File: src/rtl/darkquad_timekeeper_core.sv
// -----------------------------------------------------------------------------
// darkquad_timekeeper_core
//
// Seconds/sub-second timekeeper. It free-runs from user_clk, locks its second
// boundaries to an external 1PPS once enough consecutive good PPS intervals
// have been seen, and flywheels through missing pulses. Software can preset
// the seconds count; the preset takes effect at the next second boundary.
//
// Ports
//   user_clk     in   fabric clock, all logic on the rising edge
//   user_rst_n   in   asynchronous active-low reset
//   pps_in       in   external 1PPS, asynchronous to user_clk
//   sec_set      in   [31:0] seconds value to load
//   sec_load     in   level from software; a rising edge arms a load
//   sec_now      out  [31:0] current seconds count
//   sub_sec      out  [CNT_W-1:0] cycles since the last second boundary
//   sec_strobe   out  one-cycle pulse in the first cycle of each new second
//   pps_locked   out  1 = second boundaries are taken from PPS
//   load_pend    out  load armed but not yet applied
//   pps_err_cnt  out  [15:0] saturating count of PPS glitches / lock losses
// -----------------------------------------------------------------------------
module darkquad_timekeeper_core #(
  parameter int unsigned CLK_HZ   = 250000000,
  parameter int unsigned TOL      = 1000,
  parameter int unsigned LOCK_CNT = 3,
  parameter int unsigned CNT_W    = 28
) (
  input  logic             user_clk,
  input  logic             user_rst_n,
  input  logic             pps_in,
  input  logic [31:0]      sec_set,
  input  logic             sec_load,
  output logic [31:0]      sec_now,
  output logic [CNT_W-1:0] sub_sec,
  output logic             sec_strobe,
  output logic             pps_locked,
  output logic             load_pend,
  output logic [15:0]      pps_err_cnt
);

  localparam int unsigned GOOD_W = $clog2(LOCK_CNT + 1);

  // sub_sec thresholds
  localparam logic [CNT_W-1:0] SUB_LAST = CNT_W'(CLK_HZ - 1);         // free-run rollover
  localparam logic [CNT_W-1:0] SUB_HALF = CNT_W'(CLK_HZ / 2);         // align: advance or hold
  localparam logic [CNT_W-1:0] SUB_WIN  = CNT_W'(CLK_HZ - TOL - 1);   // earliest accepted PPS
  localparam logic [CNT_W-1:0] SUB_FLY  = CNT_W'(CLK_HZ + TOL - 1);   // flywheel deadline

  // Interval acceptance window, one bit wider so a saturated counter + 1
  // cannot wrap into the window.
  localparam logic [CNT_W:0] IVL_MIN = (CNT_W + 1)'(CLK_HZ - TOL);
  localparam logic [CNT_W:0] IVL_MAX = (CNT_W + 1)'(CLK_HZ + TOL);

  localparam logic [GOOD_W-1:0] GOOD_LAST = GOOD_W'(LOCK_CNT - 1);

  typedef enum logic {
    ST_UNLOCKED = 1'b0,
    ST_LOCKED   = 1'b1
  } state_e;

  state_e            state_q, state_d;
  logic [GOOD_W-1:0] good_cnt_q, good_cnt_d;

  logic              pps_sync1_q, pps_sync2_q, pps_prev_q;
  logic              pps_rise_q, pps_rise_d;
  logic [CNT_W-1:0]  pps_ivl_q, pps_ivl_d;
  logic [CNT_W:0]    ivl_plus1;
  logic              good_edge;

  logic [CNT_W-1:0]  sub_sec_q, sub_sec_d;
  logic [31:0]       sec_now_q, sec_now_d;
  logic              sec_strobe_q, sec_strobe_d;
  logic              load_pend_q, load_pend_d;
  logic              sec_load_q;
  logic              load_rise;
  logic [15:0]       pps_err_cnt_q, pps_err_cnt_d;

  logic              boundary;   // this cycle ends the current second
  logic              advance;    // sec_now increments at this boundary
  logic              err_inc;    // a PPS fault was seen this cycle

  // ---------------------------------------------------------------------------
  // State register and all other flops
  // ---------------------------------------------------------------------------
  // NOTE: sequential state uses non-blocking assignments only, with the async
  // reset in the sensitivity list so reset acts without a clock.
  always_ff @(posedge user_clk or negedge user_rst_n) begin
    if (!user_rst_n) begin
      state_q       <= ST_UNLOCKED;
      good_cnt_q    <= '0;
      pps_sync1_q   <= 1'b0;
      pps_sync2_q   <= 1'b0;
      pps_prev_q    <= 1'b0;
      pps_rise_q    <= 1'b0;
      pps_ivl_q     <= '1;
      sub_sec_q     <= '0;
      sec_now_q     <= '0;
      sec_strobe_q  <= 1'b0;
      load_pend_q   <= 1'b0;
      sec_load_q    <= 1'b0;
      pps_err_cnt_q <= '0;
    end else begin
      state_q       <= state_d;
      good_cnt_q    <= good_cnt_d;
      pps_sync1_q   <= pps_in;
      pps_sync2_q   <= pps_sync1_q;
      pps_prev_q    <= pps_sync2_q;
      pps_rise_q    <= pps_rise_d;
      pps_ivl_q     <= pps_ivl_d;
      sub_sec_q     <= sub_sec_d;
      sec_now_q     <= sec_now_d;
      sec_strobe_q  <= sec_strobe_d;
      load_pend_q   <= load_pend_d;
      sec_load_q    <= sec_load;
      pps_err_cnt_q <= pps_err_cnt_d;
    end
  end

  // ---------------------------------------------------------------------------
  // Next-state logic: lock tracking and boundary decision
  // ---------------------------------------------------------------------------
  always_comb begin
    // NOTE: every signal assigned here gets a default first, so no path
    // through the case can infer a latch.
    state_d    = state_q;
    good_cnt_d = good_cnt_q;
    boundary   = 1'b0;
    advance    = 1'b1;
    err_inc    = 1'b0;

    case (state_q)
      ST_UNLOCKED: begin
        if (sub_sec_q == SUB_LAST) boundary = 1'b1;
        if (pps_rise_q) begin
          if (!good_edge) begin
            good_cnt_d = '0;
          end else if (good_cnt_q == GOOD_LAST) begin
            // Lock edge: snap the second boundary onto this PPS. Less than
            // half a second in means this PPS marks the second just begun.
            state_d    = ST_LOCKED;
            good_cnt_d = '0;
            boundary   = 1'b1;
            advance    = (sub_sec_q >= SUB_HALF);
          end else begin
            good_cnt_d = good_cnt_q + GOOD_W'(1);
          end
        end
      end

      ST_LOCKED: begin
        if (pps_rise_q) begin
          if (sub_sec_q >= SUB_WIN) boundary = 1'b1;
          else                      err_inc  = 1'b1;   // glitch, ignored
        end else if (sub_sec_q == SUB_FLY) begin
          boundary = 1'b1;
          err_inc  = 1'b1;
          state_d  = ST_UNLOCKED;
        end
      end

      default: state_d = ST_UNLOCKED;
    endcase
  end

  // ---------------------------------------------------------------------------
  // Datapath: PPS edge/interval, time counters, load and error count
  // ---------------------------------------------------------------------------
  always_comb begin
    pps_rise_d = pps_sync2_q & ~pps_prev_q;

    if (pps_rise_q)       pps_ivl_d = '0;
    else if (&pps_ivl_q)  pps_ivl_d = pps_ivl_q;
    else                  pps_ivl_d = pps_ivl_q + CNT_W'(1);

    ivl_plus1 = {1'b0, pps_ivl_q} + (CNT_W + 1)'(1);
    good_edge = (ivl_plus1 >= IVL_MIN) && (ivl_plus1 <= IVL_MAX);

    load_rise = sec_load & ~sec_load_q;

    sub_sec_d    = sub_sec_q + CNT_W'(1);
    sec_now_d    = sec_now_q;
    load_pend_d  = load_pend_q | load_rise;
    sec_strobe_d = boundary;

    if (boundary) begin
      sub_sec_d   = '0;
      load_pend_d = 1'b0;
      // A load armed on the boundary cycle itself is applied here too.
      if (load_pend_q || load_rise) sec_now_d = sec_set;
      else if (advance)             sec_now_d = sec_now_q + 32'd1;
    end

    pps_err_cnt_d = pps_err_cnt_q;
    if (err_inc && (pps_err_cnt_q != 16'hFFFF)) pps_err_cnt_d = pps_err_cnt_q + 16'd1;
  end

  // ---------------------------------------------------------------------------
  // Outputs
  // ---------------------------------------------------------------------------
  always_comb begin
    pps_locked  = (state_q == ST_LOCKED);
    sec_now     = sec_now_q;
    sub_sec     = sub_sec_q;
    sec_strobe  = sec_strobe_q;
    load_pend   = load_pend_q;
    pps_err_cnt = pps_err_cnt_q;
  end

endmodule
File: config.mk
export PLATFORM = sky130hd
export DESIGN_NAME = darkquad_timekeeper_core
export DESIGN_NICKNAME = d
export VERILOG_FILES = /design/src/rtl/darkquad_timekeeper_core.sv
export SDC_FILE = /design/constraint.sdc
export NUM_CORES = 1
export LEC_CHECK = 0
export CORE_MARGIN = 1
export CORE_UTILIZATION = 40
export DETAILED_ROUTE_END_ITERATION = 8
export PLACE_DENSITY_LB_ADDON = 0.3
export SLEW_MARGIN = 20
export SYNTH_ARGS = -nofsm -noshare
export SYNTH_HDL_FRONTEND = slang
export SYNTH_SLANG_ARGS = --single-unit
File: constraint.sdc
create_clock -name user_clk -period 4.7 [get_ports user_clk]
set_input_delay 0.94 -clock user_clk [delete_from_list [all_inputs] [get_ports user_clk]]
set_output_delay 0.94 -clock user_clk [all_outputs]
set_load 0.05 [all_outputs]
==> metrics.md <==
| Metric | Value |
|---|---|
| Run status | finished clean |
| Total wire length | between 15000 and 20000 um |
| P&R area growth vs syn | 28.8% |
| Post-synth EDFFs | 0 |
| Max clock buf depth | 2 |
| Clk_skew | a little under 0.008 ns |
| Initial Utilization | around two fifths |
| Die width | ~130 um |
| Root Driver | clkbuf_16 |
| Row cnt | between 40 and 50 |
| Critical Path Start Type | flop |
| Die area | around 17000 um^2 |
| R2r setup slk | about 0.62 ns |
| Vias in the first global route | 5683 |
| Highest Clock Rate | about 250 MHz |
| Worst Max-Slew Pin Slew | roughly 0.88 ns |
| Seq/Total Area, Yosys | between 40 and 50% |
| Share of power burned in combinational logic | under 10% |
| Vias/cell | around 5.6 |
| FFs w/ async S/R, synth | between 90% and 100% |
| Slew HR | approximately two fifths |
| IO Pins | 115 |
| Worst hold start | pps_sync1_q |
| Count of pins over their slew limit | 0 |
| Drt pass-1 iters | 7 |
| Largest net degree at the start of global routing | 64 |
| Die height | between 100 and 150 um |
| Avg Cell Area, Syn | 8.56 um^2 |
| Initial antenna violation count | 0 |
| Reg power frac | a little over two fifths |
| Post-synth top area cell | dfrtp_1 |
| Clock transition at path regs | about 0.06 ns |
| Final Instance Area | between 8000 and 9000 um^2 |
| Hold Violations, Final | 0 |
| Cell Pwr Density | slightly below 300 nW/um^2 |
| Critical register-to-register path startpoint | pps_ivl_q[0] |
| Yosys reg bits | about 110 |
| Global-route wire length before repair | ~29000 um |
| Data required, critical path | approximately 5 ns |
| Post_cts resized | 0 |
| Final setup fails | 0 |
| Worst Path Arrival | approximately 4.4 ns |
| Mapped Area | approximately 6700 um^2 |
| Later-pin clock latency in the skew report | approximately 0.42 ns |
| Worst Reg-to-Reg Cells | 12 |
| Switching share of power | between 20% and 30% |
| Clk pwr share | a little over half |
| CP endpoint kind | flop |
| PortBufs | about 110 |
| GRT Resource Usage Total | between 20% and 30% |
| Distinct cells, synth | 67 |
| Final TNS setup | 0 ns |
| Antenna diode count | 0 |
| H-Tree Level Count | 4 |
| CORE AREA | approximately 16000 um^2 |
| GRT overflow | 0 |
| Hold-critical path depth | 0 |
| Yosys warnings | 0 |
| Synth top area share | about a third |
| Placed Area | about 8000 um^2 |
| Nets | about 920 |
| Max Cap Violations | 0 |
| Ys flop type | dfrtp_1 |
| Hold Path Class | flop to flop |
| Minimum clock period | between 4 and 5 ns |
| Total power | 2.52 mW |
| Internal | 1.97 mW |
| Hold-fix buffer count after cts | 0 |
| Post-DP HPWL | around 12000 um |
| Top post-synthesis cells by area | dfrtp_1, dfstp_2, xnor2_1 |
| Post-Syn Nets | 823 |
| Num CTS Buffers | 17 |
| GPL Wtd Cong | 0.846 |
| Final cycle utilization of the critical path | slightly below 90% |
| RSZ-0062 raised after global routing | no |
| Worst IR drop on VDD | approximately 230 uV |
| Psw | roughly 560 uW |
| # Post-CTS Setup Buffers | 0 |
| TritonCTS Sinks | between 100 and 150 |
| Final antenna-violating net count | 0 |
| Setup Crit Path Kind | flop to flop |
| Lkg Pwr | 3.20 nW |
| CTS tree | yes |
| Max FO, Critical Path | 25 |
| DRC viols | 0 |
| Fraction of final layout cells sized beyond drive strength 1 | under 10% |
| Hold Crit Endpoint | pps_sync2_q |
| DRT iter0 DRCs | 470 |
| Wire length per cell | roughly 16 um |
| Synthesized netlist cell count | 781 |
| Via count | just over 6000 |
| FF-to-FF End | sec_now[18] |
-- how the worst max path moves through the flow --
stage | slack, ns | endpoint | start
final | 0.62 | sec_now[18] | pps_ivl_q[0]
after global routing | 0.45 | sec_now[18] | pps_ivl_q[0]
after CTS | 0.64 | sec_now[18] | pps_ivl_q[0]
after detailed placement | 0.66 | sec_now[18] | pps_ivl_q[0]
after global placement | 0.73 | sec_now[18] | pps_ivl_q[0]
after floorplan | 0.95 | sec_now[18] | pps_ivl_q[0]
-- metrics by stage --
| stage | std cells | worst slack [ns] | hold slack, ns | util (%) |
|---|---|---|---|---|
| floorplan | 781 | 0.950 | 0.331 | - |
| global placement | 1071 | 0.732 | 0.337 | 49.6 |
| detailed placement | 1071 | 0.656 | 0.346 | 49.6 |
| CTS | 1103 | 0.639 | 0.359 | 53.4 |
| global route | 1103 | 0.448 | 0.369 | 53.4 |
| finish | 1103 | 0.624 | 0.359 | 53.4 |
-- state kept, by name, indices dropped and copies added, names as in the netlist, 2 cells and up --
signal / flops
good_cnt_q: 2
sub_sec: 28
pps_err_cnt: 16
sec_now: 32
pps_ivl_q: 28
-- metal layers --
| metal | global-route usage [%] | routed length (um) |
|---|---|---|
| met3 | 4.86 | 944 |
| met1 | 28.2 | 8110 |
| met4 | 7.49 | 364 |
| met5 | 0 | 0 |
| met2 | 30.9 | 7910 |
-- critical path, stage by stage (launching register included) --
cell and delay, ns:
dfstp_2 0.64, ha_1 0.24, nand3_4 0.14, or4_1 0.66
nor3_1 0.27, xnor2_1 0.11, or4_1 0.42, nor4_2 0.17
o2111ai_1 0.31, or2_1 0.32, and2_1 0.27, buf_12 0.21
a22o_1 0.20
-- synth_stat cells (3+ instances only) --
library cell and number:
a22o_1 3, nor4b_1 4, o21a_1 4, clkbuf_1 32, o211ai_1 3, nand2_1 92
nor2b_1 8, nor3_1 16, mux2i_1 4, ha_1 6, a21oi_1 64, xor2_1 27
nand2b_1 4, nand3_1 57, and3_1 10, buf_4 3, xnor2_1 40, dfstp_2 28
or4_1 4, a31oi_1 32, buf_1 4, a211oi_1 3, dfrtp_1 86, inv_1 16
o21ai_0 35, and2_1 7, and4_1 4, mux2_2 3, nor2_1 77, or3_1 6
buf_2 9, nand4_1 17, a21o_1 6, o22ai_1 9, nor4_1 15, or2_2 4
-- cell families (layout without fill, tap and decap cells) --
logic type / after synthesis / after routing / synth area share (%)
AOI/OAI and AO/OA: 180 / 180 / 16.2
xor gates and xnor gates: 67 / 67 / 8.77
adders and majority gates: 6 / 6 / 1.12
buffers and inverters: 67 / 173 / 4.25
DFF: 114 / 114 / 43.2
muxes: 7 / 7 / 1.10
and+or+nand+nor: 340 / 340 / 25.4
-- cells in the final DEF, fill, tap and decap left out, drive strengths merged, types with 4 or more instances in the layout --
cell,n
inv,16
mux2i,4
a21o,6
and2,7
nand2b,4
a31oi,32
o21a,4
ha,6
and4,4
or4,5
nor2b,8
and3,10
xor2,27
nor3,16
dfstp,28
a21oi,64
nor4,16
buf,12
nand3,59
bufinv,4
or3,6
nand4,18
dfrtp,86
o22ai,9
nor2,77
clkinv,6
or2,5
clkdlybuf4s50,113
clkbuf,21
nand2,92
nor4b,4
o21ai,36
xnor2,40
-- power by group through the flow --
stage / sequential, mW / clock [mW] / combinational (mW)
global route: 1.05 / 1.41 / 0.139
detailed placement: 1.06 / 0 / 0.126
finish: 1.05 / 1.35 / 0.125
global placement: 1.06 / 0 / 0.126
floorplan: 1.03 / 0 / 0.100
CTS: 1.05 / 1.37 / 0.127
-- cell type report --
| cell class | instances | area [um^2] |
|---|---|---|
| clock buffer | 21 | 450 |
| fill | 1504 | 7500 |
| timing repair buffer | 125 | 1250 |
| clock inverter | 11 | 161 |
| multi-input combinational | 600 | 3530 |
| tap | 216 | 270 |
| inverter | 16 | 60.1 |
| sequential | 114 | 2890 |
Note: power is estimated with default switching activity, not from simulation.
